File: config.mk
export PLATFORM = sky130hd
export DESIGN_NAME = sonic_dist_filter
export DESIGN_NICKNAME = d
export VERILOG_FILES = /design/src/rtl/sonic_dist_filter.sv
export SDC_FILE = /design/constraint.sdc
export NUM_CORES = 1
export LEC_CHECK = 0
export CAP_MARGIN = 10
export CORE_UTILIZATION = 40
export DETAILED_ROUTE_END_ITERATION = 10
export PLACE_DENSITY = 0.55
export SYNTH_ARGS = -nofsm -noshare
export SYNTH_HDL_FRONTEND = slang
export SYNTH_SLANG_ARGS = --single-unit
File: constraint.sdc
create_clock -name clk -period 3.9 [get_ports clk]
set_clock_uncertainty 0.05 [all_clocks]
set_input_delay 1.17 -clock clk [delete_from_list [all_inputs] [get_ports clk]]
set_output_delay 1.17 -clock clk [all_outputs]
set_load 0.05 [all_outputs]
File: src/rtl/sonic_dist_filter.sv
// Ultrasonic distance filter: periodic sampling, range rejection, 4-sample moving average,
// and a hysteretic, fail-safe stop flag.
module sonic_dist_filter #(
   parameter int unsigned SAMPLE_PERIOD = 10_000_000,
   parameter int unsigned NEAR_TH       = 4000,
   parameter int unsigned FAR_TH        = 5000,
   parameter int unsigned MAX_DIS       = 400000,
   parameter int unsigned FAULT_LIMIT   = 8
) (
   input  logic        clk,
   input  logic        rst,
   input  logic [19:0] dis,
   output logic        sample_tick,
   output logic [19:0] avg_dis,
   output logic        stop,
   output logic        fault
);

   localparam int unsigned CW = (SAMPLE_PERIOD > 1) ? $clog2(SAMPLE_PERIOD) : 1;
   localparam int unsigned IW = $clog2(FAULT_LIMIT + 1);
   localparam logic [CW-1:0] CNT_LAST = CW'(SAMPLE_PERIOD - 1);
   localparam logic [IW-1:0] INV_MAX  = IW'(FAULT_LIMIT);

   typedef enum logic [1:0] {StFill, StRun, StFault} state_t;

   state_t            state_q, state_d;
   logic [CW-1:0]     cnt_q, cnt_d;
   logic [3:0][19:0]  win_q, win_d;
   logic [21:0]       sum_q, sum_d;
   logic [2:0]        vcnt_q, vcnt_d;
   logic [IW-1:0]     icnt_q, icnt_d;
   logic              upd_q, upd_d;
   logic [19:0]       avg_q;
   logic              stop_q;
   logic              tick;
   logic              valid;
   logic [19:0]       avg_new;

   assign tick    = (cnt_q == CNT_LAST);
   assign valid   = (dis != 20'd0) && (32'(dis) <= MAX_DIS);
   assign avg_new = sum_q[21:2];

   assign sample_tick = tick;
   assign avg_dis     = avg_q;
   assign stop        = stop_q;
   assign fault       = (state_q == StFault);

   assign cnt_d = tick ? '0 : cnt_q + 1'b1;

   always_comb begin
      state_d = state_q;
      win_d   = win_q;
      sum_d   = sum_q;
      vcnt_d  = vcnt_q;
      icnt_d  = icnt_q;
      upd_d   = 1'b0;
      if (tick) begin
         if (valid) begin
            icnt_d = '0;
            if (state_q == StFault) begin
               // Recovery restarts the window with this sample as its only entry.
               win_d   = {20'd0, 20'd0, 20'd0, dis};
               sum_d   = 22'(dis);
               vcnt_d  = 3'd1;
               state_d = StFill;
            end else begin
               win_d = {win_q[2:0], dis};
               sum_d = sum_q + 22'(dis) - 22'(win_q[3]);
               if (state_q == StFill) begin
                  vcnt_d = vcnt_q + 3'd1;
                  if (vcnt_q == 3'd3) begin
                     state_d = StRun;
                     upd_d   = 1'b1;
                  end
               end else begin
                  upd_d = 1'b1;
               end
            end
         end else begin
            if (icnt_q != INV_MAX) begin
               icnt_d = icnt_q + 1'b1;
            end
            if ((icnt_d == INV_MAX) && (state_q != StFault)) begin
               state_d = StFault;
            end
         end
      end
   end

   always_ff @(posedge clk) begin
      if (rst) begin
         state_q <= StFill;
         cnt_q   <= '0;
         win_q   <= '0;
         sum_q   <= '0;
         vcnt_q  <= '0;
         icnt_q  <= '0;
         upd_q   <= 1'b0;
      end else begin
         state_q <= state_d;
         cnt_q   <= cnt_d;
         win_q   <= win_d;
         sum_q   <= sum_d;
         vcnt_q  <= vcnt_d;
         icnt_q  <= icnt_d;
         upd_q   <= upd_d;
      end
   end

   // Output stage runs one edge behind the window so it sees the freshly updated sum.
   always_ff @(posedge clk) begin
      if (rst) begin
         avg_q  <= '0;
         stop_q <= 1'b1;
      end else if (upd_q) begin
         avg_q <= avg_new;
         if (32'(avg_new) < NEAR_TH) begin
            stop_q <= 1'b1;
         end else if (32'(avg_new) >= FAR_TH) begin
            stop_q <= 1'b0;
         end
      end else if (state_q != StRun) begin
         stop_q <= 1'b1;
      end
   end

endmodule

# ---- Yosys cells after proc, flatten, opt, wreduce, memory -nomap -nowiden
# Index checks and enable logic that the tools add are counted.
dict set report totals {
  reg_bits 157
  input_bits 22
  out_inout_bits 23
  word_cells 64
}
dict set report op_classes {
  n_addsub 5
  magnitude_cmp 3
  n_eq_ne 10
  muxes 19
  n_bitwise 2
  reduce_logical 13
}
# op n
set op_table {}
lappend op_table {{$mux W80} 1}
lappend op_table {{$add A24 B1 Y24 const B} 1}
lappend op_table {{$eq A24 B24 Y1 const B} 1}
lappend op_table {{$add A22 B20 Y22} 1}
lappend op_table {{$mux W22} 1}
lappend op_table {{$sub A22 B20 Y22} 1}
lappend op_table {{$ge A20 B13 Y1 const B} 1}
lappend op_table {{$le A20 B19 Y1 const B} 1}
lappend op_table {{$lt A20 B12 Y1 const B} 1}
lappend op_table {{$reduce_bool A20 Y1} 1}
lappend op_table {{$mux W4} 4}
lappend op_table {{$mux W2} 5}
lappend op_table {{$mux W1} 6}
lappend op_table {{$mux W3} 2}
lappend op_table {{$ne A3 B2 Y1 const B} 2}
lappend op_table {{$reduce_bool A2 Y1} 3}
lappend op_table {{$add A4 B1 Y4 const B} 1}
lappend op_table {{$eq A4 B4 Y1 const B} 1}
lappend op_table {{$ne A4 B4 Y1 const B} 1}
lappend op_table {{$reduce_and A2 Y1} 2}
lappend op_table {{$reduce_and A4 Y1} 1}
lappend op_table {{$reduce_or A4 Y1} 1}
lappend op_table {{$add A3 B1 Y3 const B} 1}
lappend op_table {{$eq A3 B2 Y1 const B} 1}
lappend op_table {{9 further kinds} 11}

# ---- Longest topological paths before layout
dict set report depth {
  depth_word 8
  ltp_mapped 12
  ltp_nobuf 12
}

# ---- Worst setup path before layout
# Ideal clock, no wire load.
dict set report synth_path {
  path_kind {input-to-reg}
  start {input dis[4]}
  end {register sum_q[20]}
  arrival_time_ns 3.593
  required_ns 3.730
  path_slack_ns 0.138
  stages 10
  n_path_buf 0
  path_cell_list {inv_1 > fa_1 > inv_1 > ha_1 > a21o_1 > a21oi_1 > a2111oi_0 > nor4b_1 > o21ai_0 > a211o_1}
}
dict set report synth_between {
  elab_chain_len 3
  word_cells_on_any_way 7
  classes_between {2 x add/sub; 1 x order compare; 1 x mux; 3 x reduce/logical}
}
# item line
set synth_lines {}
lappend synth_lines {{start: declaration} 12} ;# input logic [19:0] dis,
lappend synth_lines {{$add A22 B20 Y22, or another cell as far along} 68} ;# sum_d = sum_q + 22'(dis) - 22'(win_q[3]);
lappend synth_lines {{$sub A22 B20 Y22 or $logic_and A1 B1 Y1 (tied branches)} {68, 40}}
lappend synth_lines {{$mux W22 or $reduce_and A2 Y1 (tied branches)} n/a}
lappend synth_lines {{end signal: assignment} 103} ;# sum_q <= sum_d;
lappend synth_lines {{end: declaration} 29} ;# logic [21:0] sum_q, sum_d;
# Several ways; a longest one is shown, not always the timed one.
# A chain may end at the register's enable or synchronous reset.

# ---- Worst setup path in the final report
dict set report layout_path {
  start {input dis[4]}
  end {register sum_q[17]}
}
# The elaborated chain is that of the path after synthesis.

==> results.toml <==
[outcome]
status = "finished clean"

[critical_path]
critical_path_class = "input port to register"
arrival_ns = 4.14
crit_path_end_kind = "register"
crit_fanout = 5
start_kind = "input port"
crit_required_ns = 4.23

[timing]
worst_pin_slew_ns = 0.979
slew_headroom_pct = 34.1
finalCriticalPeriod_ns = 3.81
holdWs_ns = 0.402
rsz0062_at_grt = "true"
slew_viol_final = 0
fmaxAchievable_ghz = 0.262
min_period_over_period_pct = 97.7
setup_ws_ns = 0.0899
hold_viol = 0
finalSetupViolCount = 0

[logic_synthesis]
async_reset_ff_share_pct = 0
synth_top_area_cell = "dfxtp_1"
synth_edf_count = 0
synthCells = 1030
synth_common_cells = "dfxtp_1 (157), nand2_1 (149), a21oi_1 (118), inv_1 (96), nand3_1 (87)"
synth-main-ff-cell = "dfxtp_1"
ys_seq_area_share_pct = 38.6
yosysMostFrequentCell = "dfxtp_1"
syn_avg_cell_area_um2 = 7.90
synth_top_cell_area_share_pct = 38.6
ys_types = 60
syn-cell-area_um2 = 8140
ys_ff_latch = 157
synthTopCellsByArea = "dfxtp_1 (39%), a21oi_1 (7.3%), nand2_1 (6.9%)"
synth_fp_nets = 1100
yosysWarnings = 0

[min_path]
hold_class = "register to register"

[clock_tree]
clockRootBuffer = "clkbuf_16"
clkSinkCount = 157
h-tree-depth = 4
cts_tree = "done"
path_clk_slew_ns = 0.07
cts-hold-fix-buffers = 0
clk_path_buf_depth = 2
clk_latency_ns = 0.43
numCtsBuffers = 17

[route]
vias = 7425
drt_iter0_drc = 432
wl_um = 21600
drc = 0
dr.pass1.iters = 5
ant_nets = 0
viasPerCell = 5.20
routedWlPerCell_um = 15.1

[grt]
track_usage_pct = 22.0
grt_overflow = 0
antenna_found_initial = 1
grt_pass1_wl_um = 35600
grt_pass1_vias = 6989
grt_max_degree = 89

[die]
die-area_um2 = 20900
coreArea_um2 = 19700
fp-row-count = 51
io_pins = 45
die_y_um = 145
start_util_pct = 41.3
chipWidth_um = 145

[job]
drv_cap = 0

[power_and_ir_drop]
power.density_nw_per_um2 = 364
power_mw = 3.74
ir_drop_mv = 0.287
power_leakage_nw = 3.99

[finish]
drive_gt1_share_pct = 15.0
nets = 1219
num-fill-cells = 1906
areaGrowthSynthToFinish_pct = 26.5

[placement]
pre_cts_ws_ns = -0.652
place_congestion = 0.862
numPortBuffers = 44
post-dp-hpwl_um = 15200
## logic make-up after synthesis
| kind of cell | share of synthesized area, % |
|---|---|
| DFF | 38.6 |
| adders and majority gates | 9.22 |
| xor gates and xnor gates | 2.91 |
| buffers and inverters | 7.45 |
| and+or+nand+nor | 23.1 |
| muxes | 2.72 |
| AOI/OAI and AO/OA | 16.0 |
## metrics by stage
step	cells	TNS [ns]	utilization (%)	area (um2)
floorplan	1030	0	-	8140
global placement	1393	-6.57	48.7	9590
detailed placement	1393	-7.22	48.7	9590
CTS	1425	0	51.8	10200
global route	1427	-0.118	52.2	10300
finish	1428	0	52.2	10300
## layout make-up
cell class,count,area (um2),share of cell area (%)
antenna,1,2.50,0.0243
clock buffer,17,425,4.13
clock inverter,15,175,1.70
inverter,98,368,3.57
multi-input combinational,715,4480,43.5
sequential,157,3140,30.5
tap,265,332,3.22
timing repair buffer,160,1370,13.3
## path summary, 6_finish.rpt
path,from,endpoint,slack (ns),depth (start not counted)
worst min register to register,win_q[0]$_SDFFE_PP0P_,win_q[0]$_SDFFE_PP0P_,0.40,2
worst min-delay path,win_q[0]$_SDFFE_PP0P_,win_q[0]$_SDFFE_PP0P_,0.40,2
worst max register to register,sum_q[12]$_SDFFE_PP0P_,sum_q[17]$_SDFFE_PP0P_,0.85,11
worst max-delay path,dis[4],sum_q[17]$_SDFFE_PP0P_,0.09,12
## metal layers
layer,vias to the layer above,global-route usage (%),share of wire [%]
met2,122,33.3,44
li1,3789,-,-
met3,18,3.98,3.2
met4,0,6.65,1.5
met1,3496,31.5,52
met5,-,0,0
## where the power goes
part | switching, mW | internal, mW | total, mW
clock | 0.760 | 0.967 | 1.73
sequential | 0.00258 | 1.60 | 1.61
combinational | 0.220 | 0.190 | 0.410
## layout by cell type, fill, tap and decap left out, types with 3 or more instances in the layout
cell type and count:
a21o_1 6, a21oi_1 117, a31oi_1 11, o21a_1 4, inv_1 96, nor4_1 12, xnor2_1 12, nand3_1 87
and2_1 3, or4_1 3, or3_1 8, and4_1 5, dfxtp_1 157, nand2_1 148, inv_8 3, ha_1 28
clkbuf_16 17, buf_4 113, a211oi_1 8, inv_6 5, mux2i_1 21, nor3_1 18, and3_1 12, o31ai_1 5
fa_1 19, nand4_1 19, o21ai_1 20, nor3b_1 3, xor2_1 15, nor2_1 61, o21ai_0 14, o211ai_1 4
buf_12 5, clkdlybuf4s50_1 41
## critical path, stage by stage
cell	delay [ns]
clkdlybuf4s50_1	0.50
inv_1	0.07
fa_1	0.53
inv_1	0.05
ha_1	0.29
buf_4	0.14
nand4_1	0.22
a211oi_2	0.46
buf_4	0.19
nor3_1	0.04
nor3_1	0.30
o21a_1	0.17
## what timing repair did
item	4_1_cts	5_1_grt
resized for setup	7	12
gates cloned	0	0
setup endpoints to repair	7	7
pin swaps	1	6
buffers inserted	0	2
## flip-flops by register name, summed over array words and instances (netlist names)
signal and flops:
sum_q 22, avg_dis 20, win_q 80, upd_q 1, icnt_q 4, stop 1
cnt_q 24, state_q 2, vcnt_q 3
(Power assumes the default switching activity.)
